### config.mk
export PLATFORM = sky130hd
export DESIGN_NAME = dpm_ccflags
export DESIGN_NICKNAME = d
export VERILOG_FILES = /design/src/rtl/dpm_pkg.sv /design/src/rtl/dpm_ccsel.sv /design/src/rtl/dpm_ccflags.sv
export SDC_FILE = /design/constraint.sdc
export NUM_CORES = 1
export LEC_CHECK = 0
export CORE_ASPECT_RATIO = 1.1
export CORE_MARGIN = 2
export CORE_UTILIZATION = 30
export CTS_BUF_LIST = sky130_fd_sc_hd__clkbuf_16
export CTS_CLUSTER_SIZE = 20
export DETAILED_ROUTE_END_ITERATION = 10
export GPL_TIMING_DRIVEN = 0
export PLACE_DENSITY = 0.79
export SLEW_MARGIN = 15
export SYNTH_ARGS = -nofsm -noshare
export SYNTH_HDL_FRONTEND = slang
export SYNTH_HIERARCHICAL = 1
export SYNTH_SLANG_ARGS = --single-unit
### constraint.sdc
create_clock -name qd_clk_l -period 1.9 [get_ports qd_clk_l]
set_clock_uncertainty 0.15 [all_clocks]
set_input_delay 0.285 -clock qd_clk_l [delete_from_list [all_inputs] [get_ports qd_clk_l]]
set_output_delay 0.285 -clock qd_clk_l [all_outputs]
set_load 0.005 [all_outputs]
### src/rtl/dpm_pkg.sv
// ---------------------------------------------------------------------------
// dpm_pkg
//   Shared definitions for the condition-code stage that sits behind the ALU
//   datapath: microcode CC control encodings, data-size encodings, the bit
//   positions of N/Z/V/C inside a 4-bit CC vector, and the quad sequencer
//   state type.
// ---------------------------------------------------------------------------
package dpm_pkg;

    // Microcode CC control field
    localparam logic [2:0] CC_HOLD  = 3'b000;
    localparam logic [2:0] CC_UCC   = 3'b001;
    localparam logic [2:0] CC_ARITH = 3'b010;
    localparam logic [2:0] CC_SUBB  = 3'b011;
    localparam logic [2:0] CC_MOVE  = 3'b100;
    localparam logic [2:0] CC_LOGIC = 3'b101;
    localparam logic [2:0] CC_WRCC  = 3'b110;
    localparam logic [2:0] CC_CLR   = 3'b111;

    // Operand data size
    localparam logic [1:0] DSIZE_BYTE = 2'b00;
    localparam logic [1:0] DSIZE_WORD = 2'b01;
    localparam logic [1:0] DSIZE_LONG = 2'b10;
    localparam logic [1:0] DSIZE_QUAD = 2'b11;

    // Bit positions within a {N,Z,V,C} vector
    localparam int CC_N = 3;
    localparam int CC_Z = 2;
    localparam int CC_V = 1;
    localparam int CC_C = 0;

    // Quad (double-cycle) Z sequencer
    typedef enum logic {
        ST_IDLE   = 1'b0,
        ST_SECOND = 1'b1
    } dbl_state_t;

    // True for the control codes that take their CC values from the ALU
    // result (UCC through LOGIC); these are the ones that can start or
    // finish a quad operation.
    function automatic logic cc_is_update(input logic [2:0] ccctl);
        return (ccctl >= CC_UCC) && (ccctl <= CC_LOGIC);
    endfunction

endpackage

### src/rtl/dpm_ccsel.sv
// ---------------------------------------------------------------------------
// dpm_ccsel
//   Combinational size-select mux. Picks the carry, overflow, sign and zero
//   result that matches the operand size. Carries arrive active low from the
//   ALU and are inverted here so sel_cc carries an active-high C.
// Ports
//   dsize_h      in   2  operand size (byte/word/long/quad)
//   alu_c*_l     in   1  ALU carry outs at bits 31/15/7, active low
//   alu_v*_h     in   1  ALU overflow outs at bits 31/15/7
//   wmuxz_h      in   4  per-byte zero flags of the write bus
//   wbus_h       in  32  write bus (sign bits only are used here)
//   sel_cc       out  4  size-selected {N,Z,V,C}
//   z32          out  1  full 32-bit zero, independent of size
// ---------------------------------------------------------------------------
module dpm_ccsel
    import dpm_pkg::*;
(
    input  logic [1:0]  dsize_h,
    input  logic        alu_c31_l,
    input  logic        alu_c15_l,
    input  logic        alu_c7_l,
    input  logic        alu_v31_h,
    input  logic        alu_v15_h,
    input  logic        alu_v7_h,
    input  logic [3:0]  wmuxz_h,
    input  logic [31:0] wbus_h,
    output logic [3:0]  sel_cc,
    output logic        z32
);

    // Only the three sign positions of the write bus matter to this mux.
    logic unused_wbus;
    assign unused_wbus = ^{wbus_h[30:16], wbus_h[14:8], wbus_h[6:0]};

    assign z32 = &wmuxz_h;

    // Long and quad share the 32-bit selection; for quad the ALU is working
    // on the high longword when these results are consumed.
    always_comb begin
        sel_cc = '0;
        case (dsize_h)
            DSIZE_BYTE: begin
                sel_cc[CC_N] = wbus_h[7];
                sel_cc[CC_Z] = wmuxz_h[0];
                sel_cc[CC_V] = alu_v7_h;
                sel_cc[CC_C] = ~alu_c7_l;
            end
            DSIZE_WORD: begin
                sel_cc[CC_N] = wbus_h[15];
                sel_cc[CC_Z] = &wmuxz_h[1:0];
                sel_cc[CC_V] = alu_v15_h;
                sel_cc[CC_C] = ~alu_c15_l;
            end
            default: begin
                sel_cc[CC_N] = wbus_h[31];
                sel_cc[CC_Z] = z32;
                sel_cc[CC_V] = alu_v31_h;
                sel_cc[CC_C] = ~alu_c31_l;
            end
        endcase
    end

endmodule

### src/rtl/dpm_ccflags.sv
// ---------------------------------------------------------------------------
// dpm_ccflags
//   Condition-code stage behind the ALU. Registers the size-selected CC
//   results as micro-CC (for microbranch) and as PSL N/Z/V/C under microcode
//   control, feeds PSL C back to the ALU, and sequences two-cycle quad Z.
// Parameters
//   RESET_CC   reset value of psl_cc_h and ucc_h, {N,Z,V,C}
//   DBL_EN     1 enables the quad Z sequencer; 0 keeps it in IDLE
// Ports
//   qd_clk_l         in   1  datapath clock, state changes on rising edge
//   reset_l          in   1  asynchronous active-low reset
//   ccctl_h          in   3  microcode CC control
//   dsize_h          in   2  operand size
//   double_enable_h  in   1  ALU double-cycle (quad) in progress
//   alu_c*_l         in   1  ALU carry outs, active low
//   alu_v*_h         in   1  ALU overflow outs
//   wmuxz_h          in   4  per-byte zero of the write bus
//   wbus_h           in  32  write bus
//   psl_cc_h         out  4  PSL {N,Z,V,C}
//   ucc_h            out  4  micro-CC {N,Z,V,C}
//   pslc_h           out  1  PSL C, ALU carry-in source
//   dbl_busy_h       out  1  sequencer waiting for the high longword
// ---------------------------------------------------------------------------
module dpm_ccflags
    import dpm_pkg::*;
#(
    parameter logic [3:0] RESET_CC = 4'b0000,
    parameter bit         DBL_EN   = 1'b1
) (
    input  logic        qd_clk_l,
    input  logic        reset_l,
    input  logic [2:0]  ccctl_h,
    input  logic [1:0]  dsize_h,
    input  logic        double_enable_h,
    input  logic        alu_c31_l,
    input  logic        alu_c15_l,
    input  logic        alu_c7_l,
    input  logic        alu_v31_h,
    input  logic        alu_v15_h,
    input  logic        alu_v7_h,
    input  logic [3:0]  wmuxz_h,
    input  logic [31:0] wbus_h,
    output logic [3:0]  psl_cc_h,
    output logic [3:0]  ucc_h,
    output logic        pslc_h,
    output logic        dbl_busy_h
);

    logic [3:0] sel_cc;
    logic       z32;
    logic [3:0] cc_eff;

    logic [3:0] psl_q, psl_d;
    logic [3:0] ucc_q, ucc_d;
    logic       z_lo_q, z_lo_d;
    logic       apply_en;
    dbl_state_t state_q, state_d;

    dpm_ccsel u_ccsel (
        .dsize_h   (dsize_h),
        .alu_c31_l (alu_c31_l),
        .alu_c15_l (alu_c15_l),
        .alu_c7_l  (alu_c7_l),
        .alu_v31_h (alu_v31_h),
        .alu_v15_h (alu_v15_h),
        .alu_v7_h  (alu_v7_h),
        .wmuxz_h   (wmuxz_h),
        .wbus_h    (wbus_h),
        .sel_cc    (sel_cc),
        .z32       (z32)
    );

    // Next-state logic. The first half of a quad only captures the low
    // longword zero; the second half applies the CC update with Z combined
    // across both longwords. HOLD in SECOND stalls with z_lo kept; WRCC/CLR
    // in SECOND still take effect but abandon the quad.
    always_comb begin
        state_d  = state_q;
        psl_d    = psl_q;
        ucc_d    = ucc_q;
        z_lo_d   = z_lo_q;
        apply_en = 1'b0;
        cc_eff   = sel_cc;

        if (state_q == ST_SECOND) begin
            cc_eff[CC_Z] = z_lo_q & z32;
        end

        if (state_q == ST_IDLE) begin
            if (DBL_EN && cc_is_update(ccctl_h) && double_enable_h) begin
                state_d = ST_SECOND;
                z_lo_d  = z32;
            end else begin
                apply_en = 1'b1;
            end
        end else begin
            if (ccctl_h != CC_HOLD) begin
                apply_en = 1'b1;
                state_d  = ST_IDLE;
                z_lo_d   = 1'b0;
            end
        end

        // HOLD touches nothing, so undriven ALU inputs cannot leak in.
        if (apply_en) begin
            case (ccctl_h)
                CC_UCC: begin
                    ucc_d = cc_eff;
                end
                CC_ARITH: begin
                    ucc_d = cc_eff;
                    psl_d = cc_eff;
                end
                CC_SUBB: begin
                    ucc_d = cc_eff;
                    psl_d = {cc_eff[CC_N], cc_eff[CC_Z], cc_eff[CC_V], ~cc_eff[CC_C]};
                end
                CC_MOVE: begin
                    ucc_d = cc_eff;
                    psl_d = {cc_eff[CC_N], cc_eff[CC_Z], 1'b0, psl_q[CC_C]};
                end
                CC_LOGIC: begin
                    ucc_d = cc_eff;
                    psl_d = {cc_eff[CC_N], cc_eff[CC_Z], 2'b00};
                end
                CC_WRCC: begin
                    psl_d = wbus_h[3:0];
                end
                CC_CLR: begin
                    psl_d = 4'b0000;
                end
                default: begin
                    psl_d = psl_q;
                end
            endcase
        end
    end

    // State registers. Reset drops any half-finished quad.
    always_ff @(posedge qd_clk_l or negedge reset_l) begin
        if (!reset_l) begin
            psl_q   <= RESET_CC;
            ucc_q   <= RESET_CC;
            z_lo_q  <= 1'b0;
            state_q <= ST_IDLE;
        end else begin
            psl_q   <= psl_d;
            ucc_q   <= ucc_d;
            z_lo_q  <= z_lo_d;
            state_q <= state_d;
        end
    end

    assign psl_cc_h   = psl_q;
    assign ucc_h      = ucc_q;
    assign pslc_h     = psl_q[CC_C];
    assign dbl_busy_h = (state_q == ST_SECOND);

endmodule
## Yosys cells after proc, flatten, opt, wreduce, memory -nomap -nowiden

Cells that the tools add are included.

- $lt $le $gt $ge: 2
- Eq/ne operators: 9
- Mux-type cells: 12
- Bitwise gates (word level): 6
- Reduce and logical (&&, ||, !) cells: 14

Operators with widths:

| operator | count |
|---|---|
| $pmux 4 s6 | 1 |
| $eq 3x3->1 const B | 4 |
| $mux 1 | 10 |
| $pmux 4 s2 | 1 |
| $reduce_and 2->1 | 4 |
| $eq 3x2->1 const B | 2 |
| $reduce_bool 6->1 | 1 |
| $not 1->1 | 5 |
| $reduce_bool 5->1 | 1 |
| $reduce_or 5->1 | 1 |
| $reduce_and 4->1 | 1 |
| $eq 3x1->1 const B | 1 |
| $ge 3x1->1 const B | 1 |
| $le 3x3->1 const B | 1 |
| $reduce_and 3->1 | 1 |
| $reduce_bool 3->1 | 1 |
| $eq 2x1->1 const B | 1 |
| $logic_and 1x1->1 | 2 |
| $logic_not 2->1 | 1 |
| $ne 2x1->1 const B | 1 |
| $reduce_bool 2->1 | 1 |
| $and 1x1->1 | 1 |

- Register bits: 10
- Input bits: 50
- Word-level logic and storage cells: 48

## Longest topological paths before layout

Gate-level depths: netlist (run 1).

- Depth after elaboration: 6
- Gate-level depth with buffers: 7
- Mapped depth without buffers: 7

## Modules after synthesis

The synthesis (run 1) kept the hierarchy.

Modules (own cells, without submodules):

| module | times used | cells each | area an instance (um^2) |
|---|---|---|---|
| dpm_ccflags | 1 | 56 | 565.5 |
| dpm_ccsel | 1 | 15 | 86.3 |

## Worst setup path before layout (run 1)

No wires, ideal clock.

- Path kind: flip-flop to flip-flop
- Start: reg state_q (netlist: dbl_busy_h)
- End: reg psl_q[0] (netlist: psl_cc_h[0])
- Library setup time: 125 ps
- Data arrival time: 1302 ps
- Data required time: 1625 ps
- Path slack: 323 ps
- Cell stages (with the launch flop): 5
- Buffers on the path: 0
- Period minus slack after synthesis: 1577 ps
- Path through: dfrtp_1 > nand2b_4 > maj3_4 > o21ai_2 > mux2_4

- Cells in the longest elaborated chain, start to end: 2

Ends and longest elaborated chain:

| what | RTL line | source |
|---|---|---|
| from (decl) | dpm_ccflags.sv:57 | `dbl_state_t state_q, state_d;` |
| from (signal assigned) | dpm_ccflags.sv:150 | `state_q <= state_d;` |
| $mux 1 | dpm_ccflags.sv:89 | `if (state_q == ST_IDLE) begin` |
| $reduce_and 3->1 (no source line) | - |  |
| to (signal assigned) | dpm_ccflags.sv:147 | `psl_q <= psl_d;` |
| to (decl) | dpm_ccflags.sv:53 | `logic [3:0] psl_q, psl_d;` |

No other way between the ends.
A chain may end at the register's enable or synchronous reset.

## Final worst setup path (run 1)

- Start: in alu_c15_l
- End: reg psl_q[0] (netlist: psl_cc_h[0])

- Cells in the longest elaborated chain, start to end: 4

Ends and longest elaborated chain:

| what | RTL line | source |
|---|---|---|
| from (decl) | dpm_ccflags.sv:36 | `input logic alu_c15_l,` |
| $not 1->1 * | dpm_ccsel.sv:52 | `sel_cc[CC_C] = ~alu_c15_l;` |
| $pmux 4 s2 * | dpm_ccsel.sv:41 | `case (dsize_h)` |
| named net cc_eff[0] | dpm_ccflags.sv:51 | `logic [3:0] cc_eff;` |
| $not 1->1 | dpm_ccflags.sv:116 | `psl_d = {cc_eff[CC_N], cc_eff[CC_Z], cc_eff[CC_V], ~cc_eff[CC_C]};` |
| $pmux 4 s6 * | dpm_ccflags.sv:106 | `case (ccctl_h)` |

The timed path passes the listed nets; every way through them passes the cells marked *.

==> reports/summary.txt, run 1 <==
===============================================================================================
Global Route Usage Sum                                                                    0.154
Pin count of the biggest net entering global routing                                         11
Residual DRC count                                                                            0
Synth-to-layout area growth                                                               68.3%
Count of final max-slew check failures                                                        0
Worst reg2reg setup slack                                                                270 ps
Gate Count Post-Synth                                                                        71
Fraction of synthesized area in multiplexers                                              0.138
Fraction of the mapped netlist area in simple logic gates                                 0.209
Setup slack after layout                                                                 170 ps
GRT Residual Overflow                                                                         0
Min Clock Period, post-route                                                            1730 ps
Routed wl met3                                                                           179 µm
Synth Area in Adders                                                                     0.0211
Critical path launch point type                                                    primary input
RR Startpoint                                                                        dbl_busy_h
Routability-driven placement congestion ratio                                             0.724
Core utilization of the finished layout                                                   0.543
Least-Margin Pin Slew                                                                    451 ps
Clock insertion delay at the later pin of the skew report                                240 ps
Clock tree from TritonCTS                                                                  done
Data required time of the worst path                                                    1870 ps
Max rail drop VDD                                                                    0.000428 V
Number of storage elements in the synthesis netlist                                          10
First drt pass iteration count                                                                4
CTS root buffer                                                                       clkbuf_16
Commonest non-fill, non-tap cell in the layout                                     clkdlybuf4s50_1
Clock input transition at the sequential cells of the worst setup and hold paths          40 ps
Buffer levels on the longest clock path                                                       2
Max Cap Violations                                                                            0
Routed wire length on met2                                                               765 µm
Number of top-level pins                                                                     60
Sequential area share after synthesis                                                     0.384
Worst hold slack after final layout                                                      217 ps
DIE AREA                                                                               2560 µm²
Total detailed-routing wirelength                                                       1670 µm
Via count of the first global-routing pass                                                  635
TritonCTS buffer count                                                                        3
Filler-free cell count of the finished design                                               135
Combinational family with the most area after synthesis                            simple AND/OR/NAND/NOR gates
Worst Reg2Reg Path Length in Cells                                                            4
Top library cells by usage in the layout, fill and taps aside                      clkdlybuf4s50_1 (31), dfrtp_1 (10), nor2_1 (8)
Hold Path Class                                                                     in -> async
Xor/xnor cell area share of the yosys netlist                                                 0
Reg2reg end                                                                         psl_cc_h[0]
Post-Synthesis Net Count                                                                    121
Compound-gate portion of the synthesized area                                             0.188
Number of H-tree levels                                                                       1
Number of failing setup endpoints in the final timing report                                  0
Routed vias                                                                                 651
Effective utilization at floorplan                                                        0.323
Critical path type                                                                    in -> reg
Buffers inserted by post-CTS timing repair                                                    0
Die Y-Extent                                                                            52.9 µm
Synth Area per Inst                                                                    9.18 µm²
Global-route wire length before repair                                                  2900 µm
Post-Route M1 WL                                                                         659 µm
Maximum fanout count along the critical path                                                  4
Part of the cycle the worst path needs                                                    0.910
Standby leakage power                                                                  0.462 nW
Number of antenna violations at the first check in global routing                             0
Power per standard cell area                                                         806 nW/µm²
Quantity of I/O buffers inserted on ports                                                    33
Nature of the critical path endpoint                                                  flip-flop
Number of nets in the finished design                                                       159
Highest clock rate                                                                      578 MHz
Number of endpoints with negative hold slack in the final report                              0
Die span in x                                                                           48.4 µm
Max Used Layer                                                                             met4
Routed length per placed instance                                                       12.4 µm
Headroom to the max-slew limit                                                            0.698
Post-detailed-placement half-perimeter wirelength                                       1350 µm
Row count                                                                                    17
Result of the run                                                                  finished clean
Ratio of cells with drive above 1 in the final layout                                     0.187
Post-cts hold buffer count                                                                    0
Number of violations reported at the end of detailed-routing iteration 0                     10
Worst path arrival time                                                                 1700 ps
Cell area after technology mapping                                                      652 µm²
Sink Count                                                                                   10
Number of unique standard cell types used by synthesis                                       29
Vias per cell                                                                              4.82
DP Cell Count                                                                               132
Core footprint                                                                         2020 µm²
Ant. Diodes                                                                                   0
Unrepaired setup endpoints after global routing                                           false
Pre-CTS setup slack                                                                     -419 ps
Antenna Violating Nets Remaining                                                              0
Total number of yosys warnings                                                                6
===============================================================================================
report_power, final:
group,switching [mW],leakage (nW),total (mW),internal (mW)
registers,0.0210,0.124,0.269,0.248
logic,0.0850,0.301,0.249,0.164
clock network,0.0940,0.0370,0.366,0.272
total,0.200,0.462,0.884,0.684
synth_stat cells:
library cell  number  area, µm²
a21o_2             1       8.76
buf_2              1       5.00
mux2_2             4       45.0
o21ai_0            5       25.0
nor3b_1            2       15.0
dfrtp_1           10        250
o22ai_1            1       6.26
o21ai_1            2       10.0
a22oi_1            1       7.51
a21oi_1            7       35.0
nor2_2             1       6.26
mux2i_1            3       30.0
nand2_1            3       11.3
nor2_1             8       30.0
nor2b_1            1       6.26
inv_1              3       11.3
nand2b_1           1       6.26
nand3_1            3       15.0
nand2b_4           1       13.8
a31oi_1            2       12.5
nand4b_1           1       8.76
nand2_2            1       6.26
maj3_4             1       13.8
nor3_2             1       10.0
o21ai_2            1       8.76
a32oi_1            1       8.76
buf_4              3       22.5
and2b_1            1       7.51
mux2_4             1       15.0
worst max path at each step:
stage               slack, ps  cells past startpoint        from           to
finish                    170                      8   alu_c15_l  psl_cc_h[0]
global route               50                      8   alu_c15_l  psl_cc_h[0]
CTS                        80                      7  dsize_h[1]  psl_cc_h[0]
detailed placement       -420                      8  dsize_h[0]  psl_cc_h[0]
global placement         -390                      8  dsize_h[0]  psl_cc_h[0]
floorplan                 320                      4  dbl_busy_h  psl_cc_h[0]
through the flow:
stage / area [µm²] / power, mW / setup TNS [ps]
floorplan: 652 / 0.373 / 0
finish: 1100 / 0.884 / 0
CTS: 1090 / 0.895 / 0
detailed placement: 1020 / 0.522 / -599
global route: 1100 / 0.932 / 0
global placement: 1020 / 0.515 / -471
area by class of cell:
class	instances	area (µm²)
Buffer	4	27.5
Multi-Input combinational cell	54	367
Fill cell	185	923
Inverter	3	11.3
Timing Repair Buffer	33	332
Tap cell	28	35.0
Clock buffer	3	75.1
Sequential cell	10	250
registers in the layout, summed over array words and instances (netlist names):
name        count
ucc_h           4
dbl_busy_h      1
z_lo_q          1
psl_cc_h        4
what timing repair did:
action	CTS	global route
endpoints found under the setup margin	1	1
gates resized for setup	2	1
pin swaps	0	0
metal layers:
layer | GRT usage | vias to the layer above
li1 | - | 322
met1 | 0.161 | 291
met2 | 0.252 | 33
met3 | 0.0480 | 5
met4 | 0.143 | 0
met5 | 0 | -
critical path: stages:
cell and delay (ps):
clkdlybuf4s50_1 400, mux2i_1 130, nor2_1 60, a21oi_2 210, nor2_1 60, a32oi_1 180
o21ai_0 100, mux2_4 270
kinds of logic after synthesis:
kind of cell,Yosys count
and+or+nand+nor,24
AOI/OAI and AO/OA,21
DFF,10
muxes,8
buffers and inverters,7
adders and majority gates,1
Power figures use the tool's default switching activity.
==> inputs of run 2 (changes only) <==
--- a/config.mk
+++ b/config.mk
@@ -8,5 +8,5 @@
 export CORE_ASPECT_RATIO = 1.1
 export CORE_MARGIN = 2
-export CORE_UTILIZATION = 30
+export CORE_UTILIZATION = 31
 export CTS_BUF_LIST = sky130_fd_sc_hd__clkbuf_16
 export CTS_CLUSTER_SIZE = 20
@@ -17,4 +17,3 @@
 export SYNTH_ARGS = -nofsm -noshare
 export SYNTH_HDL_FRONTEND = slang
-export SYNTH_HIERARCHICAL = 1
 export SYNTH_SLANG_ARGS = --single-unit
==> constraint.sdc (replaced) <==
create_clock -name qd_clk_l -period 1.9 [get_ports qd_clk_l]
set_clock_uncertainty 0.15 [all_clocks]
set_input_delay 0.19 -clock qd_clk_l [delete_from_list [all_inputs] [get_ports qd_clk_l]]
set_output_delay 0.19 -clock qd_clk_l [all_outputs]
set_load 0.005 [all_outputs]
==> run 2 against run 1 <==
Flip-flop and latch count is the same. Synthesized cell count is 2.8% higher. Total power increased by 0.44%. Register-to-register slack better by 70 ps. Critical path depth shrank 4. Utilization is 1.8 points lower. Combinational power increased by 2%. Sequential power is essentially flat. Wire length grew 9.6%. Clock-buffer cell count unchanged. Largest power group unchanged. Highest routed layer unchanged.
==> reports/summary.txt, run 2 <==
===============================================================================================
Result of the run                                                                  finished clean
Final total negative setup slack                                                           0 ps   unchanged
Max Cap Violations                                                                            0   unchanged
Die Y-Extent                                                                            53.8 µm   +1.7%
Buffer levels on the longest clock path                                                       2   unchanged
Synth area leader                                                                       dfrtp_1
Number of endpoints with negative hold slack in the final report                              0   unchanged
Power spent charging and discharging nets                                                204 µW   +2.0%
Largest incremental delay on the critical path                                           530 ps   +130 ps
Commonest cells in the synthesized netlist                                         dfrtp_1 (10), nand2_1 (10), o21ai_0 (6), mux2i_1 (4), o22ai_1 (4)
Synth-to-layout area growth                                                               63.9%
Switching share of total power                                                            0.230   +0.00359
Number of cells upsized or downsized after cts                                                0   -2
Residual DRC count                                                                            0   unchanged
Highest clock rate                                                                      619 MHz   +7.1%
DIE AREA                                                                               2650 µm²   +3.5%
Min Clock Period, post-route                                                            1620 ps   -115 ps
Ratio of cells with drive above 1 in the final layout                                     0.145   -0.0415
Register cell area after layout                                                         250 µm²   unchanged
GRT Residual Overflow                                                                         0   unchanged
Die span in x                                                                           49.3 µm   +1.7%
Top library cells by usage in the layout, fill and taps aside                      clkdlybuf4s50_1 (33), nand2_1 (10), dfrtp_1 (10)
Maximum fanout count along the critical path                                                  7   +3
Dominant register cell in the synthesized netlist                                       dfrtp_1
Synth Area per Inst                                                                    9.58 µm²   +4.4%
Data required time of the worst path                                                    1860 ps   about the same
Async set or reset register ratio after synthesis                                          1.00   unchanged
Routed length per placed instance                                                       13.1 µm   +5.7%
Critical Path, Cell by Cell                                                        clkdlybuf4s50_1 -> or3_4 -> nand3_4 -> mux2_4
Count of fill cells added during filler insertion                                           217   +17%
Top area cells in the synthesized netlist                                          dfrtp_1 (36%), mux2_4 (6.4%), mux2i_1 (5.7%)
Pin count of the biggest net entering global routing                                         11   unchanged
Gate Count Post-Synth                                                                        73   +2.8%
Row count                                                                                    18   +1
Core footprint                                                                         2180 µm²   +8.1%
Fraction of synthesized cell area taken by the top area cell type                         0.358   -0.0261
Vias per cell                                                                              4.99   +3.4%
Count of final max-slew check failures                                                        0   unchanged
Number of unique standard cell types used by synthesis                                       29   unchanged
Global-route wire length before repair                                                  3070 µm   +5.9%
Unrepaired setup endpoints after global routing                                           false
Sequential area share after synthesis                                                     0.358   -0.0261
Cell area after technology mapping                                                      699 µm²   +7.3%
Nature of the critical path endpoint                                                  flip-flop
CTS root buffer                                                                       clkbuf_16
Buffers inserted by post-CTS timing repair                                                    0   unchanged
Effective utilization at floorplan                                                        0.320   -0.00244
TritonCTS buffer count                                                                        3   unchanged
Worst path arrival time                                                                 1580 ps   -120 ps
Antenna Violating Nets Remaining                                                              0   unchanged
Commonest non-fill, non-tap cell in the layout                                     clkdlybuf4s50_1
Number of nets in the finished design                                                       161   +1.3%
Via count of the first global-routing pass                                                  685   +7.9%
Part of the cycle the worst path needs                                                    0.850   -0.0603
Clock network fraction of total power                                                     0.413   -0.002
Number of enable flip-flop cells after synthesis                                              0   unchanged
Number of storage elements in the synthesis netlist                                          10   unchanged
Max rail drop VDD                                                                    0.000410 V   -4.1%
Total detailed-routing wirelength                                                       1830 µm   +9.6%
Critical path type                                                                    in -> reg
Clock insertion delay at the later pin of the skew report                                230 ps   about the same
Internal Dissipation                                                                     684 µW   about the same
Power share of the sequential group                                                       0.301   -0.003
Clock input transition at the sequential cells of the worst setup and hold paths          40 ps   about the same
Setup slack after layout                                                                 285 ps   +115 ps
Standby leakage power                                                                  0.476 nW   +3.0%
Power per standard cell area                                                         775 nW/µm²   -3.8%
Least-Margin Pin Slew                                                                    452 ps   +0.593 ps
Number of failing setup endpoints in the final timing report                                  0   unchanged
Total number of yosys warnings                                                                0   -6
Hold Path Class                                                                       in -> reg
Core utilization of the finished layout                                                   0.525   -0.0184
Number of top-level pins                                                                     60   unchanged
Slowest CP cell                                                                    clkdlybuf4s50_1
Number of antenna violations at the first check in global routing                             0   unchanged
Headroom to the max-slew limit                                                            0.698   about the same
Critical path launch point type                                                    primary input
Routability-driven placement congestion ratio                                             0.838   +16%
Post-Synthesis Net Count                                                                    123   +1.7%
Routed vias                                                                                 698   +7.2%
Post-cts hold buffer count                                                                    0   unchanged
Number of violations reported at the end of detailed-routing iteration 0                     13   +3
Sink Count                                                                                   10   unchanged
Ant. Diodes                                                                                   0   unchanged
Quantity of I/O buffers inserted on ports                                                    33   unchanged
First drt pass iteration count                                                                4   unchanged
Part of the power in combinational logic                                                  0.286   +0.004
Multi-input gate area                                                                   400 µm²   +9.2%
Global Route Usage Sum                                                                    0.155   +0.000600
Clock tree from TritonCTS                                                                  done
Number of H-tree levels                                                                       1   unchanged
Pre-CTS setup slack                                                                     45.9 ps   +465 ps
===============================================================================================
==> run 2: changes by cell type after synthesis, moves of 3 or more <==
cell	delta
nand2_1	+7
a21oi_1	-4
mux2_2	-4
buf_6	+3
o22ai_1	+3
nor2_1	-5
==> run 2: routing by layer <==
layer	track usage	wire length, µm	up-vias
li1	-	-	340
met1	0.154	734	319
met2	0.286	902	37
met3	0.0556	179	2
met4	0.0857	18	0
met5	0	0	-
==> run 2: cells by family (layout without fill, tap and decap cells) <==
family                   count (synthesis)  in the layout  synth area share
flip-flops                              10             10             0.358
adder cells (fa/ha/maj)                  1              1            0.0161
AO/OA/AOI/OAI                           22             22             0.204
AND/OR/NAND/NOR                         26             26             0.218
XOR/XNOR                                 1              1            0.0125
multiplexers                             7              7             0.122
buffers and inverters                    6             43            0.0698
==> run 2: power by group through the flow <==
stage          Sequential (mW)  Combinational [mW]  Clock (mW)
2_1_floorplan            0.269               0.109           0
3_3_place_gp             0.269               0.247           0
3_5_place_dp             0.271               0.255           0
4_1_cts                  0.268               0.257       0.371
5_1_grt                  0.272               0.277       0.391
6_report                 0.268               0.254       0.366
==> run 2: stage by stage <==
stage	hold WS [ps]	power (mW)	cell area [µm²]	instances
after floorplan	-256	0.378	699	73
after detailed placement	279	0.526	1070	136
after CTS	35.4	0.896	1150	140
final	36.0	0.888	1150	140
after global routing	39.6	0.939	1150	140
after global placement	259	0.516	1070	136
==> run 2: critical path: cells and delay by family <==
| family | cells | cell delay, ps |
|---|---|---|
| buffers and inverters | 1 | 530 |
| multiplexers | 1 | 310 |
| AND/OR/NAND/NOR | 2 | 550 |
==> run 2: path summary, 6_finish.rpt <==
kind                            startpoint  cells past startpoint           to  slack (ps)
worst max-delay path            ccctl_h[1]                      4     ucc_h[1]         290
worst min-delay path            ccctl_h[2]                      2  psl_cc_h[3]          40
worst max register to register  dbl_busy_h                      5  psl_cc_h[3]         340
worst min register to register    ucc_h[0]                      2     ucc_h[0]         330
max in group asynchronous          reset_l                      1       z_lo_q        1170
min in group asynchronous          reset_l                      1  psl_cc_h[2]         130
==> run 2: layout make-up <==
cell class              count  area share
clock inverters             1     0.00328
inverters                   2     0.00655
multi-input cells          57       0.349
well taps                  30      0.0328
plain buffers               4      0.0360
clock buffers               3      0.0655
repair buffers             33       0.288
flip-flops and latches     10       0.218
==> inputs of run 3 (changes only) <==
Settings changed: CAP_MARGIN set to 20.
==> results of run 3 <==
Final layout, timing and power as in run 2 (identical DEF).
